[config.mk]
export PLATFORM = sky130hd
export DESIGN_NAME = apb_slave
export DESIGN_NICKNAME = d
export VERILOG_FILES = /design/src/rtl/apb_pkg.sv /design/src/rtl/apb_slave_regbank.sv /design/src/rtl/apb_slave.sv
export SDC_FILE = /design/constraint.sdc
export NUM_CORES = 1
export LEC_CHECK = 0
export ABC_CLOCK_PERIOD_IN_PS = 2700
export CORE_UTILIZATION = 50
export CTS_CLUSTER_SIZE = 28
export DETAILED_ROUTE_END_ITERATION = 10
export GPL_ROUTABILITY_DRIVEN = 0
export HOLD_SLACK_MARGIN = 0.15
export PLACE_DENSITY = 0.88
export SETUP_SLACK_MARGIN = 0.05
export SLEW_MARGIN = 20
export SYNTH_ARGS = -nofsm -noshare
export SYNTH_HDL_FRONTEND = slang
export SYNTH_SLANG_ARGS = --single-unit
export TNS_END_PERCENT = 5
[constraint.sdc]
create_clock -name pclk -period 2.7 [get_ports pclk]
set_input_delay 0.405 -clock pclk [delete_from_list [all_inputs] [get_ports pclk]]
set_output_delay 0.405 -clock pclk [all_outputs]
set_load 0.02 [all_outputs]
[src/rtl/apb_pkg.sv]
// ---------------------------------------------------------------------------
// apb_pkg
//   Definitions shared by the APB master and the APB completers:
//   - transfer-phase state encoding (IDLE / SETUP / ACCESS)
//   - default bus widths
//   - byte-to-word address alignment (low address bits ignored for indexing)
// ---------------------------------------------------------------------------
package apb_pkg;

    localparam int unsigned APB_ADDR_WIDTH = 8;
    localparam int unsigned APB_DATA_WIDTH = 32;

    // Word registers: paddr[1:0] select a byte within the word
    localparam int unsigned APB_ALIGN = 2;

    typedef logic [1:0] apb_state_t;

    localparam apb_state_t APB_IDLE   = 2'd0;
    localparam apb_state_t APB_SETUP  = 2'd1;
    localparam apb_state_t APB_ACCESS = 2'd2;

endpackage

[src/rtl/apb_slave_regbank.sv]
// ---------------------------------------------------------------------------
// apb_slave_regbank
//   Register storage for apb_slave. Entries 0..NUM_REGS-2 are read/write;
//   index NUM_REGS-1 reads back the live status_in word and has no storage.
//
// Ports:
//   pclk       clock, rising edge
//   rst        synchronous active-high reset, clears all registers
//   we         write enable (already qualified by the caller)
//   widx       register index to write
//   wdata      write data
//   ridx       register index to read (combinational read)
//   status_in  value returned for index NUM_REGS-1
//   rdata      combinational read data
//   ctrl_out   live contents of register 0
// ---------------------------------------------------------------------------
module apb_slave_regbank
    import apb_pkg::*;
#(
    parameter int unsigned DATA_WIDTH = APB_DATA_WIDTH,
    parameter int unsigned NUM_REGS   = 8,
    parameter int unsigned IDX_W      = $clog2(NUM_REGS)
) (
    input  logic                  pclk,
    input  logic                  rst,
    input  logic                  we,
    input  logic [IDX_W-1:0]      widx,
    input  logic [DATA_WIDTH-1:0] wdata,
    input  logic [IDX_W-1:0]      ridx,
    input  logic [DATA_WIDTH-1:0] status_in,
    output logic [DATA_WIDTH-1:0] rdata,
    output logic [DATA_WIDTH-1:0] ctrl_out
);

    // Only the read/write entries are stored
    logic [DATA_WIDTH-1:0] regs [NUM_REGS-1];

    always_ff @(posedge pclk) begin
        if (rst) begin
            for (int unsigned i = 0; i < NUM_REGS - 1; i++) begin
                regs[i] <= '0;
            end
        end else begin
            for (int unsigned i = 0; i < NUM_REGS - 1; i++) begin
                if (we && (widx == IDX_W'(i))) begin
                    regs[i] <= wdata;
                end
            end
        end
    end

    always_comb begin
        rdata = '0;
        for (int unsigned i = 0; i < NUM_REGS - 1; i++) begin
            if (ridx == IDX_W'(i)) begin
                rdata = regs[i];
            end
        end
        if (ridx == IDX_W'(NUM_REGS - 1)) begin
            rdata = status_in;
        end
    end

    assign ctrl_out = regs[0];

endmodule

[src/rtl/apb_slave.sv]
// ---------------------------------------------------------------------------
// apb_slave
//   APB completer in front of a small register bank. NUM_REGS word registers;
//   the last one is a read-only status word taken from status_in. Every
//   committed write is echoed to the IP as a one-cycle strobe with index/data.
//
//   Optional feature macro: APB3_EN
//     defined   -> pready/pslverr ports, WAIT_CYCLES wait states per access
//     undefined -> no pready/pslverr, zero-wait access, errors silently dropped
//
// Ports:
//   pclk       clock, rising edge
//   rst        synchronous active-high reset
//   psel       APB select
//   penable    APB enable (access phase)
//   pwrite     1 = write, 0 = read
//   paddr      byte address
//   pwdata     write data
//   prdata     registered read data, valid during ACCESS
//   status_in  value returned for register NUM_REGS-1
//   ctrl_out   live contents of register 0
//   wr_strobe  one-cycle pulse after each committed write
//   wr_index   register index of that write
//   wr_data    data of that write
//   pready     (APB3_EN) transfer completion
//   pslverr    (APB3_EN) error response, valid with pready
// ---------------------------------------------------------------------------
module apb_slave
    import apb_pkg::*;
#(
    parameter int unsigned ADDR_WIDTH  = APB_ADDR_WIDTH,
    parameter int unsigned DATA_WIDTH  = APB_DATA_WIDTH,
    parameter int unsigned NUM_REGS    = 8,
    parameter int unsigned WAIT_CYCLES = 1
) (
    input  logic                         pclk,
    input  logic                         rst,
    input  logic                         psel,
    input  logic                         penable,
    input  logic                         pwrite,
    input  logic [ADDR_WIDTH-1:0]        paddr,
    input  logic [DATA_WIDTH-1:0]        pwdata,
    output logic [DATA_WIDTH-1:0]        prdata,
    input  logic [DATA_WIDTH-1:0]        status_in,
    output logic [DATA_WIDTH-1:0]        ctrl_out,
    output logic                         wr_strobe,
    output logic [$clog2(NUM_REGS)-1:0]  wr_index,
    output logic [DATA_WIDTH-1:0]        wr_data
`ifdef APB3_EN
    ,
    output logic                         pready,
    output logic                         pslverr
`endif
);

    localparam int unsigned IDX_W = $clog2(NUM_REGS);
    localparam logic [IDX_W-1:0] LAST_IDX = IDX_W'(NUM_REGS - 1);

    // Without APB3_EN the wait limit is pinned to 0, so the counter always
    // matches and every ACCESS cycle is ready, i.e. zero-wait operation.
`ifdef APB3_EN
    localparam int unsigned WAIT_LIM = WAIT_CYCLES;
`else
    localparam int unsigned WAIT_LIM = WAIT_CYCLES * 0;
`endif
    localparam logic [3:0] WAIT_MAX = 4'(WAIT_LIM);

    apb_state_t            state;
    logic [3:0]            wait_cnt;
    logic [IDX_W-1:0]      idx;
    logic                  addr_valid;
    logic                  ready_int;
    logic                  done;
    logic                  commit;
    logic [DATA_WIDTH-1:0] rd_data;

    // Word index; valid only if word-aligned and no address bits above it
    assign idx        = paddr[APB_ALIGN +: IDX_W];
    assign addr_valid = (paddr[APB_ALIGN-1:0] == '0) &&
                        ((paddr >> (APB_ALIGN + IDX_W)) == '0);

    assign ready_int = (state == APB_ACCESS) && (wait_cnt == WAIT_MAX);
    assign done      = ready_int && psel && penable;
    assign commit    = done && pwrite && addr_valid && (idx != LAST_IDX);

    always_ff @(posedge pclk) begin
        if (rst) begin
            state    <= APB_IDLE;
            prdata   <= '0;
            wait_cnt <= '0;
        end else begin
            case (state)
                APB_IDLE: begin
                    prdata   <= '0;
                    wait_cnt <= '0;
                    // psel & penable without a setup phase is ignored
                    if (psel && !penable) begin
                        state <= APB_SETUP;
                    end
                end
                APB_SETUP: begin
                    state    <= APB_ACCESS;
                    wait_cnt <= '0;
                    prdata   <= (!pwrite && addr_valid) ? rd_data : '0;
                end
                APB_ACCESS: begin
                    if (!psel || done) begin
                        // abort or completion; abort never commits
                        state  <= APB_IDLE;
                        prdata <= '0;
                    end else if (wait_cnt != WAIT_MAX) begin
                        wait_cnt <= wait_cnt + 4'd1;
                    end
                end
                default: begin
                    state  <= APB_IDLE;
                    prdata <= '0;
                end
            endcase
        end
    end

    always_ff @(posedge pclk) begin
        if (rst) begin
            wr_strobe <= 1'b0;
            wr_index  <= '0;
            wr_data   <= '0;
        end else begin
            wr_strobe <= commit;
            if (commit) begin
                wr_index <= idx;
                wr_data  <= pwdata;
            end
        end
    end

`ifdef APB3_EN
    assign pready  = ready_int;
    assign pslverr = ready_int && (!addr_valid || (pwrite && (idx == LAST_IDX)));
`endif

    apb_slave_regbank #(
        .DATA_WIDTH (DATA_WIDTH),
        .NUM_REGS   (NUM_REGS),
        .IDX_W      (IDX_W)
    ) u_regbank (
        .pclk      (pclk),
        .rst       (rst),
        .we        (commit),
        .widx      (idx),
        .wdata     (pwdata),
        .ridx      (idx),
        .status_in (status_in),
        .rdata     (rd_data),
        .ctrl_out  (ctrl_out)
    );

endmodule

**Word-level counts from Yosys, hierarchy flattened**

Memories as Yosys holds them, arrays and structs flattened.
Index checks and enable logic that the tools add are counted.

- Order comparisons: 0
- Multiplexer cells: 47
- Multiply operators: 0
- Div/mod/pow operators: 0
- $add $sub $neg: 1
- Reduce and logical (&&, ||, !) cells: 30
- Bitwise operators: 7
- Equality and inequality tests: 14
- Shifts and indexed selects: 0

Operators with widths:

| operator | number |
|---|---|
| two-way mux 32 bit | 17 |
| case mux 32 bit (2 select lines) | 1 |
| two-way mux 1 bit | 23 |
| logical AND 1 bit | 16 |
| equality test 3 bit, second input constant | 4 |
| logical NOT 8 bit | 1 |
| two-way mux 4 bit | 2 |
| case mux 4 bit (2 select lines) | 1 |
| bitwise OR 1 bit | 7 |
| equality test 3 x 2 -> 1 bit, second input constant | 2 |
| case mux 2 bit (3 select lines) | 1 |
| adder 4 x 1 -> 4 bit, second input constant | 1 |
| logical NOT 2 bit | 2 |
| logical NOT 4 bit | 1 |
| two-way mux 2 bit | 2 |
| != test 2 x 1 -> 1 bit, second input constant | 2 |
| != test 2 bit, second input constant | 2 |
| nonzero test 4 bit | 1 |
| equality test 3 x 1 -> 1 bit, second input constant | 1 |
| logical NOT 1 bit | 3 |
| logical NOT 3 bit | 1 |
| != test 3 bit, second input constant | 1 |
| AND reduction 3 bit | 1 |
| equality test 2 x 1 -> 1 bit, second input constant | 1 |
| 5 further kinds | 5 |

- ROM bits: 0
- Latch bits: 0
- Output and inout port bits: 100
- Flip-flop bits (word level): 74
- RAM bits: 224
- Word-level logic and storage cells: 106
- Bits of input ports: 77
- Memories: 1

Memory list:

| memory | depth | width | read ports | clocked after Yosys merged registers in | wr ports | RTL line | RTL |
|---|---|---|---|---|---|---|---|
| u_regbank.regs | 7 | 32 | 7 | 0 | 7 | apb_slave_regbank.sv:36 | `logic [DATA_WIDTH-1:0] regs [NUM_REGS-1];` |

**Depth between registers and ports, before layout**

Gate-level depths: netlist of the first run.

- Word-level depth: 12
- Mapped depth: 8
- Gate-level depth less buffers: 6

**Cells and area by module**

A second synthesis of the first run with hierarchy kept.

- Cell total of the unflattened synthesis: 1,227
- Area, all modules: 13,829.5 um2

By module, submodules not included:

| module | area each (um2) | cells an instance | seq. area each (um2) | times used |
|---|---|---|---|---|
| apb_slave_regbank | 10,804.1 | 929 | 6,726.5 | 1 |
| apb_slave | 3,025.4 | 298 | 1,481.4 | 1 |

**Least setup slack after synthesis of the first run**

Ideal clock, no wire load.

- Path type: input to register
- Start: in paddr[0]
- End: mem u_regbank.regs[2][32] (netlist name), enable pin
- Slack: -261 ps
- Path buffers: 1
- Stages on the path: 5
- Setup time: 394 ps
- Data arrival time: 2,567 ps
- Cells stage by stage: or4_4 -> nor4_4 -> or3b_1 -> buf_2 -> nand2b_1

RTL lines:

| element | RTL line | RTL |
|---|---|---|
| start: declaration | apb_slave.sv:41 | `input logic [ADDR_WIDTH-1:0] paddr,` |
| end: declaration | apb_slave_regbank.sv:36 |  |

**Worst setup path after layout of the first run**

- Start: reg wait_cnt[0]
- End: reg wr_data[22]

- Longest elaborated chain between the ends: 7

Ends and longest elaborated chain:

| element | RTL line | RTL |
|---|---|---|
| start: declaration | apb_slave.sv:69 | `logic [3:0] wait_cnt;` |
| start signal: assignment | apb_slave.sv:112 | `wait_cnt <= wait_cnt + 4'd1;` |
| logical NOT 4 bit | apb_slave.sv:82 | `assign ready_int = (state == APB_ACCESS) && (wait_cnt == WAIT_MAX);` |
| logical AND 1 bit | apb_slave.sv:82 |  |
| logical AND 1 bit (2 in a row) | apb_slave.sv:83 | `assign done = ready_int && psel && penable;` |
| logical AND 1 bit (3 in a row) | apb_slave.sv:84 | `assign commit = done && pwrite && addr_valid && (idx != LAST_IDX);` |
| end signal: assignment | apb_slave.sv:132 | `wr_data <= pwdata;` |
| end: declaration | apb_slave.sv:48 | `output logic [DATA_WIDTH-1:0] wr_data` |

Every way passes these cells.
A chain may end at the register's enable or synchronous reset.

==> results.md, run 1 <==
| Quantity | This run | Unit |
|---|---|---|
| Switching power of the nets | 0.00219 | W |
| Max frequency | 417 | MHz |
| Status | complete, no violations | - |
| Detailed-route via count | 9579 | - |
| Primary FF master, synth | edfxtp_1 | - |
| Stages on the worst setup path | 8 | - |
| Via count of the first global-routing pass | 9498 | - |
| Global-route wire length before repair | 51.1 | mm |
| Worst max-slew margin expressed relative to the limit | 0.414 | - |
| Die boundary width | 163 | µm |
| PwrDens | 630 | mW/mm² |
| Initial cell density of the core | 0.512 | - |
| Root buf cell | clkbuf_16 | - |
| Core region area | 0.0253 | mm² |
| Final Cycle Share | 0.888 | - |
| Final Net Count | 1363 | - |
| Data arrival time of the worst path | 2810 | ps |
| Crit. End Element | register | - |
| Distinct cell type count of the synthesized netlist | 46 | - |
| Dpl hpwl | 21.1 | mm |
| Transition time at the pin with the least slew margin | 879 | ps |
| Site Rows | 58 | - |
| Cell depth of the worst flop-to-flop path | 8 | - |
| Peak per-stage delay on the critical path | 390 | ps |
| Critical path class | register to register | - |
| Cell family contributing the most delay on the critical path | simple AND/OR/NAND/NOR gates | - |
| Power share of the combinational group | 0.073 | - |
| Clock Pin Slew Worst Setup and Hold Paths | 60 | ps |
| Post-Synthesis Cell Area | 0.0129 | mm² |
| Time the worst path needs with I/O delays and setup | 2400 | ps |
| Clock sink count | 298 | - |
| Number of fill cells in the layout | 1781 | - |
| Net switching share of the total power | 0.216 | - |
| I/O pins | 177 | - |
| Number of violations of the max-capacitance limit | 0 | - |
| DRT iter0 DRCs | 844 | - |
| Static Leak | 5.86 | nW |
| Multi-input gate area | 0.00403 | mm² |
| Clock tree from TritonCTS | built | - |
| Mapped Cells | 1149 | - |
| RSZ-0062 raised after global routing | false | - |
| Clock group share of total power | 0.424 | - |
| Maximum number of pins on one net before global-route repair | 66 | - |
| Antenna-violating nets left | 0 | - |
| Buffer and inverter count on the worst path | 3 | - |
| Total Die Area | 0.0265 | mm² |
| DRC violations left | 0 | - |
| Post-Synthesis Mean Instance Area | 11.2 | µm² |
| Largest driver fanout on the critical path | 36 | - |
| Worst min-delay path class | primary input to register | - |
| Setup-violating endpoint count in the final report | 0 | - |
| Hold Path Stages | 3 | - |
| Worst hold slack | 379 | ps |
| Hold Buf Count CTS | 0 | - |
| Cells resized by post-CTS repair | 0 | - |
| Total Routing Usage GR | 0.255 | - |
| Sequential fraction of design power | 0.502 | - |
| Final Hold Fails | 0 | - |
| Data required time at the worst endpoint | 3110 | ps |
| Wire length per cell after detailed routing | 20.8 | µm |
| EDFF count, synth | 224 | - |
| Buffers from clock root to sink, at most | 3 | - |
| Number of iterations in the first detailed-routing pass | 6 | - |
| Clock latency of the later-clocked register in the worst-skew pair | 550 | ps |
| Max-slew violation count | 0 | - |
| Synth async-reset ratio | 0 | - |
| Total routed wirelength | 34.1 | mm |
| Worst clock skew on the final layout | 7.39 | ps |
| Crit path max-delay cell type | buf_4 | - |
| Fraction of final layout cells with drive strength greater than 1 | 0.0881 | - |
| Number of levels the H-tree was split into | 1 | - |
| Flip-flop and latch area | 0.00821 | mm² |
| Post-CTS setup repair buffer count | 0 | - |
| Number of CTS-inserted buffers | 29 | - |
| Cell-by-cell listing of the critical path | inv_1 -> ha_1 -> nand4bb_1 -> nor4_4 -> buf_4 -> and2_2 -> buf_4 -> o21ai_0 | - |
| CP Launch Type | register | - |
| Post-synthesis sequential area ratio | 0.635 | - |
| Maximum VDD drop | 0.479 | mV |
| Most used cell along the critical path | buf_4 | - |
| Area Growth Syn to Fin | 24.6 | % |
| Total of buffers placed on input and output ports | 176 | - |
| Total congestion overflow after global routing | 0 | - |
| Int Pwr | 0.00795 | W |
| Flops & latches, synth | 298 | - |
| Overall die height | 163 | µm |
| Net count of the mapped netlist | 1228 | - |
| Initial antenna violation count | 1 | - |
| Warnings, synthesis | 0 | - |
| Mean number of vias per cell | 5.85 | - |
| Overall Power | 0.0101 | W |
[cell families after synthesis]
logic type,Yosys count,synth area share
mux,97,0.0762
fa+ha+maj,2,0.00194
compound gates,228,0.0940
flops,298,0.635
simple gates,370,0.135
xor+xnor,2,0.00136
buf+inv,152,0.0566
[power by group through the flow]
stage / Combinational (W) / Sequential, W / Clock, W
3_5_place_dp: 0.000729 / 0.00519 / 0
6_report: 0.000744 / 0.00509 / 0.00430
4_1_cts: 0.000740 / 0.00509 / 0.00432
2_1_floorplan: 0.000404 / 0.00517 / 0
3_3_place_gp: 0.000714 / 0.00518 / 0
5_1_grt: 0.000791 / 0.00510 / 0.00450
[routing by layer]
layer | track usage | part of all wire | vias to the layer above | routed length (µm)
met5 | 0 | 0 | - | 0
li1 | - | - | 4280 | -
met1 | 0.307 | 0.37 | 4653 | 12600
met4 | 0.124 | 0.043 | 0 | 1480
met3 | 0.0525 | 0.096 | 101 | 3280
met2 | 0.437 | 0.49 | 545 | 16800
[final cells by class]
cell class,count,area share
Antenna cell,1,0.000155
Inverter,37,0.00863
Multi-Input combinational cell,699,0.250
Clock buffer,42,0.0532
Timing Repair Buffer,219,0.142
Tap cell,330,0.0257
Sequential cell,298,0.510
Clock inverter,11,0.0103
[worst min-delay path: cells and delay by family]
family | cells | cell delay (ps)
buffers and inverters | 2 | 380
and+or+nand+nor | 1 | 110
[synthesized netlist by cell type (2+ instances only)]
library cell    n  area (µm²)
a21oi_1        33         165
and3b_1         2        17.5
buf_1           9        33.8
buf_2          13        65.1
buf_4          32         240
buf_6           3        33.8
clkbuf_1       57         214
dfxtp_1        74        1480
edfxtp_1      224        6730
ha_1            2        25.0
inv_1          37         139
mux2i_1        95         951
nand2_1        32         120
nand2b_1       76         475
nand3_1        37         185
nand3b_1        4        30.0
nand4b_1        4        35.0
nor2_1        199         747
nor2b_1         5        31.3
nor3_1          2        10.0
o21ai_0       155         776
o22ai_1        30         188
[registers in the layout (all words and copies together), names as in the netlist]
signal	count
wr_index	3
wr_strobe	1
state	2
wait_cnt	4
u_regbank.regs	224
prdata	32
wr_data	32
[final timing paths]
check	start	slack, ps	end
worst min register to register	prdata[22]	450	prdata[22]
worst min-delay path	rst	380	state[1]
worst max-delay path	wait_cnt[0]	300	wr_data[22]
worst max register to register	wait_cnt[0]	300	wr_data[22]
[per-stage QoR]
stage / std cells / setup slack [ps] / TNS (ps) / utilization / instance area, µm²
floorplan: 1149 / -165 / -10460 / - / 12900
global placement: 1583 / -169 / -24950 / 0.597 / 15100
detailed placement: 1583 / -231 / -51730 / 0.597 / 15100
CTS: 1636 / 332 / 0 / 0.637 / 16100
global route: 1637 / 190 / 0 / 0.637 / 16100
finish: 1637 / 302 / 0 / 0.637 / 16100
[placed cells by master (no fill, tap or decap), drive strengths merged, types with 2 or more instances in the layout]
cell | synthesis | layout
buf | 57 | 47
and3b | 2 | 2
clkinv | 0 | 2
nand3 | 37 | 37
nor4 | 2 | 2
nor3 | 2 | 2
nand2 | 32 | 32
a21oi | 33 | 33
nand3b | 4 | 4
nor2b | 5 | 5
ha | 2 | 2
mux2i | 95 | 95
nor2 | 199 | 199
dfxtp | 74 | 74
inv | 37 | 38
bufinv | 0 | 4
nand2b | 76 | 76
clkbuf | 58 | 42
o21ai | 155 | 155
clkdlybuf4s50 | 0 | 172
clkinvlp | 0 | 4
nand4b | 4 | 4
edfxtp | 224 | 224
o22ai | 30 | 30
Power figures use the tool's default switching activity.
==> run 2, diff against run 1 <==
Settings changed: CELL_PAD_IN_SITES_DETAIL_PLACEMENT set to 1, CELL_PAD_IN_SITES_GLOBAL_PLACEMENT set to 2, CORE_UTILIZATION 50 to 33, GPL_TIMING_DRIVEN set to 0.
==> run 2 against run 1 <==
Combinational power is 9.4% higher. Clock power is 5.1% higher. Via count is 3.0% higher. Core utilization is 20 points lower.
==> results.md, run 2 (same netlist as run 1, synthesis figures left out) <==
| Quantity | This run | Unit | Delta |
|---|---|---|---|
| Overall die height | 200 | µm | +23% |
| Maximum number of pins on one net before global-route repair | 33 | - | -50% |
| CP Launch Type | primary input | - |  |
| Final Hold Fails | 0 | - | unchanged |
| Setup-violating endpoint count in the final report | 0 | - | unchanged |
| Initial antenna violation count | 0 | - | -1 |
| Global-route wire length before repair | 62.5 | mm | +22% |
| Number of levels the H-tree was split into | 2 | - | +1 |
| Total negative slack for setup checks | 0 | ps | unchanged |
| Root buf cell | clkbuf_16 | - |  |
| Flip-flop count of the largest register, all copies and words added | 224 | - | unchanged |
| Final Cycle Share | 0.978 | - | +0.0901 |
| Biggest regs | u_regbank.regs (224), prdata (32), wr_data (32) | - |  |
| Data required time at the worst endpoint | 2910 | ps | -200 ps |
| Maximum VDD drop | 0.378 | mV | -21% |
| DRT iter0 DRCs | 694 | - | -18% |
| Worst min-delay path class | register to register | - |  |
| Core region area | 0.0386 | mm² | +53% |
| Antenna-violating nets left | 0 | - | unchanged |
| RSZ-0062 raised after global routing | false | - |  |
| Area Growth Syn to Fin | 30.2 | % |  |
| Clock tree from TritonCTS | built | - |  |
| Final Net Count | 1454 | - | +6.7% |
| Largest driver fanout on the critical path | 16 | - | -56% |
| Critical path class | primary input to register | - |  |
| Crit. End Element | register | - |  |
| Time the worst path needs with I/O delays and setup | 2640 | ps | +243 ps |
| Cell area after layout | 0.0168 | mm² | +4.5% |
| Status | complete, no violations | - |  |
| Static Leak | 6.16 | nW | +5.1% |
| Die boundary width | 200 | µm | +23% |
| Total routed wirelength | 42.9 | mm | +26% |
| Max-slew violation count | 0 | - | unchanged |
| DRC violations left | 0 | - | unchanged |
| Via count of the first global-routing pass | 10276 | - | +8.2% |
| Clock sink count | 298 | - | unchanged |
| Commonest cells after routing, fill and taps aside | edfxtp_1, nor2_1, clkdlybuf4s50_1 | - |  |
| Worst max-slew margin expressed relative to the limit | 0.396 | - | -0.0183 |
| Worst clock skew on the final layout | 17.0 | ps | +9.63 ps |
| Hold Buf Count CTS | 0 | - | unchanged |
| Buffers from clock root to sink, at most | 3 | - | unchanged |
| Detailed-route via count | 9870 | - | +3.0% |
| I/O pins | 177 | - | unchanged |
| Setup ws final | 58.3 | ps | -243 ps |
| Clock Pin Slew Worst Setup and Hold Paths | 60 | ps | about the same |
| Share of the core filled with cells | 0.435 | - | -0.202 |
| Placed Instance Area | 0.0155 | mm² | +2.6% |
| Wire length per cell after detailed routing | 22.4 | µm | +7.4% |
| Place WS | -1100 | ps | -869 ps |
| Dpl hpwl | 30.2 | mm | +43% |
| Fraction of final layout cells with drive strength greater than 1 | 0.103 | - | +0.0148 |
| Clock latency of the later-clocked register in the worst-skew pair | 520 | ps | -30 ps |
| PwrDens | 620 | mW/mm² | -1.6% |
| Site Rows | 72 | - | +24% |
| Number of iterations in the first detailed-routing pass | 5 | - | -1 |
| Number of CTS-inserted buffers | 34 | - | +17% |
| Data arrival time of the worst path | 2850 | ps | +40 ps |
| Mean number of vias per cell | 5.15 | - | -12% |
| Antenna Diode Count | 0 | - | -1 |
| Initial cell density of the core | 0.334 | - | -0.177 |
| Most common library cell in the layout ignoring fill and taps | edfxtp_1 | - |  |
| Total Die Area | 0.0399 | mm² | +51% |
| Number of violations of the max-capacitance limit | 0 | - | unchanged |
| Total Routing Usage GR | 0.215 | - | -0.0402 |
| Max frequency | 379 | MHz | -9.2% |
| Biggest register | u_regbank.regs | - |  |
| Transition time at the pin with the least slew margin | 907 | ps | +27.5 ps |
| Total congestion overflow after global routing | 0 | - | unchanged |
| Total of buffers placed on input and output ports | 174 | - | -1.1% |
==> run 2: per-layer routing <==
| metal | track usage | part of all wire | vias to the layer above | routed length [µm] |
|---|---|---|---|---|
| met4 | 0.0741 | 0.032 | 0 | 1380 |
| li1 | - | - | 4476 | - |
| met3 | 0.0403 | 0.074 | 87 | 3160 |
| met1 | 0.267 | 0.40 | 4902 | 17300 |
| met2 | 0.373 | 0.49 | 405 | 21000 |
| met5 | 0 | 0 | - | 0 |
==> run 2: worst paths after layout <==
| kind | startpoint | depth (start not counted) | slack (ps) | to |
|---|---|---|---|---|
| min | prdata[31] | 2 | 450 | prdata[31] |
| max | paddr[0] | 8 | 60 | u_regbank.regs[0][52] |
| min reg2reg | prdata[31] | 2 | 450 | prdata[31] |
| max reg2reg | wait_cnt[0] | 9 | 220 | u_regbank.regs[0][52] |
==> run 2: repair_timing <==
item | CTS | global route
pin swaps | 2 | 1
cloned | 0 | 0
endpoints found under the setup margin | 397 | 361
setup buffers | 5 | 6
resized for setup | 27 | 17
==> run 2: area by class of cell <==
| type | instances | area [µm²] |
|---|---|---|
| flip-flops and latches | 298 | 8210 |
| clock inverters | 9 | 70.1 |
| fillers | 4150 | 21800 |
| plain buffers | 115 | 648 |
| multi-input cells | 699 | 4080 |
| repair buffers | 190 | 2030 |
| well taps | 518 | 648 |
| inverters | 37 | 139 |
| clock buffers | 52 | 1010 |
==> run 2: power by group <==
part | internal, W | leakage [nW] | switching (W) | total [W]
logic | 0.000335 | 2.72 | 0.000479 | 0.000814
registers | 0.00505 | 2.91 | 0.0000494 | 0.00510
clock network | 0.00267 | 0.531 | 0.00184 | 0.00452
==> run 2: stage by stage <==
stage / power, W / hold slack, ps / cells
2_1_floorplan: 0.00558 / 466 / 1149
3_3_place_gp: 0.00593 / 435 / 1841
3_5_place_dp: 0.00598 / 441 / 1846
4_1_cts: 0.0105 / 455 / 1912
5_1_grt: 0.0107 / 487 / 1918
6_report: 0.0104 / 448 / 1918
==> run 2: worst max-delay path: stages <==
cell and delay (ps):
clkdlybuf4s50_1 400, or4_4 570, nor4_4 240, buf_6 170, clkbuf_4 210, nand3b_1 380
nand2b_4 260, buf_16 200
==> run 3, diff against run 2 <==
--- a/config.mk
+++ b/config.mk
@@ -16,2 +16,3 @@
 export HOLD_SLACK_MARGIN = 0.15
+export MAX_ROUTING_LAYER = met4
 export PLACE_DENSITY = 0.88
--- a/constraint.sdc
+++ b/constraint.sdc
@@ -3,2 +3,2 @@
 set_output_delay 0.405 -clock pclk [all_outputs]
-set_load 0.02 [all_outputs]
+set_load 0.005 [all_outputs]
==> run 3 against run 2 <==
Clock skew grew 0.68 ps. Combinational power is 2% lower. Worst hold slack about the same. Via count down 0.69%. Routed wire length increased by 0.12%. First-iteration DRC count up 4.3%. Critical path depth decreased by 1. Cell count stayed put. Die area stayed put.
==> results.md, run 3 (same netlist as run 1, synthesis figures left out) <==
| Quantity | This run | Unit | Delta |
|---|---|---|---|
| Overall die height | 200 | µm | unchanged |
| Total of buffers placed on input and output ports | 174 | - | unchanged |
| Hold Buf Count CTS | 0 | - | unchanged |
| Transition time at the pin with the least slew margin | 894 | ps | -12.8 ps |
| Total Die Area | 0.0399 | mm² | unchanged |
| Global-route wire length before repair | 62.4 | mm | about the same |
| Initial cell density of the core | 0.334 | - | unchanged |
| Initial antenna violation count | 0 | - | unchanged |
| Clock latency of the later-clocked register in the worst-skew pair | 520 | ps | about the same |
| Site Rows | 72 | - | unchanged |
| Final Net Count | 1454 | - | unchanged |
| I/O pins | 177 | - | unchanged |
| Biggest register | u_regbank.regs | - |  |
| Worst min-delay path class | register to register | - |  |
| Peak per-stage delay on the critical path | 570 | ps | about the same |
| Core region area | 0.0386 | mm² | unchanged |
| Via count of the first global-routing pass | 10269 | - | -0.068% |
| Area Growth Syn to Fin | 30.2 | % | unchanged |
| Most used cell along the critical path | buf_6 | - |  |
| DRT iter0 DRCs | 724 | - | +4.3% |
| Clock sink count | 298 | - | unchanged |
| Setup-violating endpoint count in the final report | 0 | - | unchanged |
| Maximum number of pins on one net before global-route repair | 33 | - | unchanged |
| RSZ-0062 raised after global routing | false | - |  |
| Biggest regs | u_regbank.regs (224), prdata (32), wr_data (32) | - |  |
| Buffers from clock root to sink, at most | 3 | - | unchanged |
| Total negative slack for setup checks | 0 | ps | unchanged |
| Crit. End Element | register | - |  |
| Antenna-violating nets left | 0 | - | unchanged |
| Total routed wirelength | 43.0 | mm | +0.12% |
| Number of levels the H-tree was split into | 2 | - | unchanged |
| Commonest cells after routing, fill and taps aside | edfxtp_1, nor2_1, clkdlybuf4s50_1 | - |  |
| Most common library cell in the layout ignoring fill and taps | edfxtp_1 | - |  |
| CP Launch Type | primary input | - |  |
| Final Hold Fails | 0 | - | unchanged |
| Dpl hpwl | 30.2 | mm | unchanged |
| Detailed-route via count | 9802 | - | -0.69% |
| Worst max-slew margin expressed relative to the limit | 0.404 | - | +0.00854 |
| Final Cycle Share | 0.974 | - | -0.00440 |
| DRC violations left | 0 | - | unchanged |
| Number of CTS-inserted buffers | 34 | - | unchanged |
| Total congestion overflow after global routing | 0 | - | unchanged |
| Max-slew violation count | 0 | - | unchanged |
| Clock Pin Slew Worst Setup and Hold Paths | 60 | ps | about the same |
| Fraction of final layout cells with drive strength greater than 1 | 0.103 | - | unchanged |
| Final standard cell count with taps included and fillers excluded | 1918 | - | unchanged |
| Cell-by-cell listing of the critical path | clkdlybuf4s50_1 -> or4_4 -> nor4_4 -> buf_6 -> or3b_1 -> buf_6 -> nand2b_4 | - |  |
| Number of fill cells in the layout | 4150 | - | unchanged |
| Antenna Diode Count | 0 | - | unchanged |
| Total Routing Usage GR | 0.221 | - | +0.00639 |
| Post-Place Cells | 1846 | - | unchanged |
| Number of violations of the max-capacitance limit | 0 | - | unchanged |
| PwrDens | 619 | mW/mm² | -0.13% |
| Max frequency | 380 | MHz | +0.45% |
| Worst hold slack | 448 | ps | -0.0780 ps |
| Maximum VDD drop | 0.379 | mV | +0.23% |
| Status | complete, no violations | - |  |
| Number of iterations in the first detailed-routing pass | 5 | - | unchanged |
| Critical path class | primary input to register | - |  |
| Flip-flop count of the largest register, all copies and words added | 224 | - | unchanged |
| Mean number of vias per cell | 5.11 | - | -0.69% |
| Data required time at the worst endpoint | 2840 | ps | -70 ps |
| Die boundary width | 200 | µm | unchanged |
| Worst clock skew on the final layout | 17.7 | ps | +0.681 ps |
| Static Leak | 6.16 | nW | unchanged |
| Wire length per cell after detailed routing | 22.4 | µm | +0.12% |
| Crit path max-delay cell type | or4_4 | - |  |
| Clock tree from TritonCTS | built | - |  |
| Share of the core filled with cells | 0.435 | - | unchanged |
| Time the worst path needs with I/O delays and setup | 2630 | ps | -11.9 ps |
| Largest driver fanout on the critical path | 32 | - | +16 |
| Root buf cell | clkbuf_16 | - |  |
| Data arrival time of the worst path | 2770 | ps | -80 ps |
==> run 3: cell counts in the layout (fill, tap and decap cells not counted) <==
Identical to the previous run, type by type.
==> run 3: timing repair <==
| action | 4_1_cts | 5_1_grt |
|---|---|---|
| pin swaps | 2 | 2 |
| gates resized for setup | 27 | 17 |
| buffers inserted | 5 | 6 |
| endpoints found under the setup margin | 397 | 361 |
==> run 3: critical path: cells and delay by family <==
kind / cells / cell delay, ps
buf+inv: 3 / 740
simple gates: 4 / 1610
==> run 3: cell type report <==
class                           count  area (µm²)  area share
Tap cell                          518         648      0.0385
Sequential cell                   298        8210       0.488
Timing Repair Buffer              190        2030       0.121
Multi-Input combinational cell    699        4080       0.242
Clock inverter                      9        70.1     0.00416
Clock buffer                       52        1010      0.0600
Buffer                            115         648      0.0385
Inverter                           37         139     0.00825
==> run 3: through the flow <==
step                      power [W]  cell area, µm²  setup WS [ps]
after global placement      0.00591           15300          -1880
after floorplan             0.00556           12900           -165
after CTS                    0.0105           16700           26.4
final                        0.0104           16800           70.2
after detailed placement    0.00596           15500          -1100
after global routing         0.0107           16800           19.5
==> run 3: report_power, final <==
group          leakage (nW)  total [W]  switching (W)  internal [W]
sequential             2.91    0.00510      0.0000491       0.00505
clock                 0.531    0.00452        0.00185       0.00267
combinational          2.72   0.000795       0.000460      0.000335
==> run 3: routing by layer <==
metal	GRT usage	share of wire
met4	0.0741	0.032
met3	0.0381	0.069
met2	0.374	0.49
met5	-	0
met1	0.268	0.41
==> run 3: worst paths after layout <==
path,slack [ps],from,end,cells past startpoint
worst min register to register,450,prdata[31],prdata[31],2
worst max-delay path,70,paddr[7],u_regbank.regs[2][52],7
worst min-delay path,450,prdata[31],prdata[31],2
worst max register to register,240,wait_cnt[0],u_regbank.regs[2][52],8
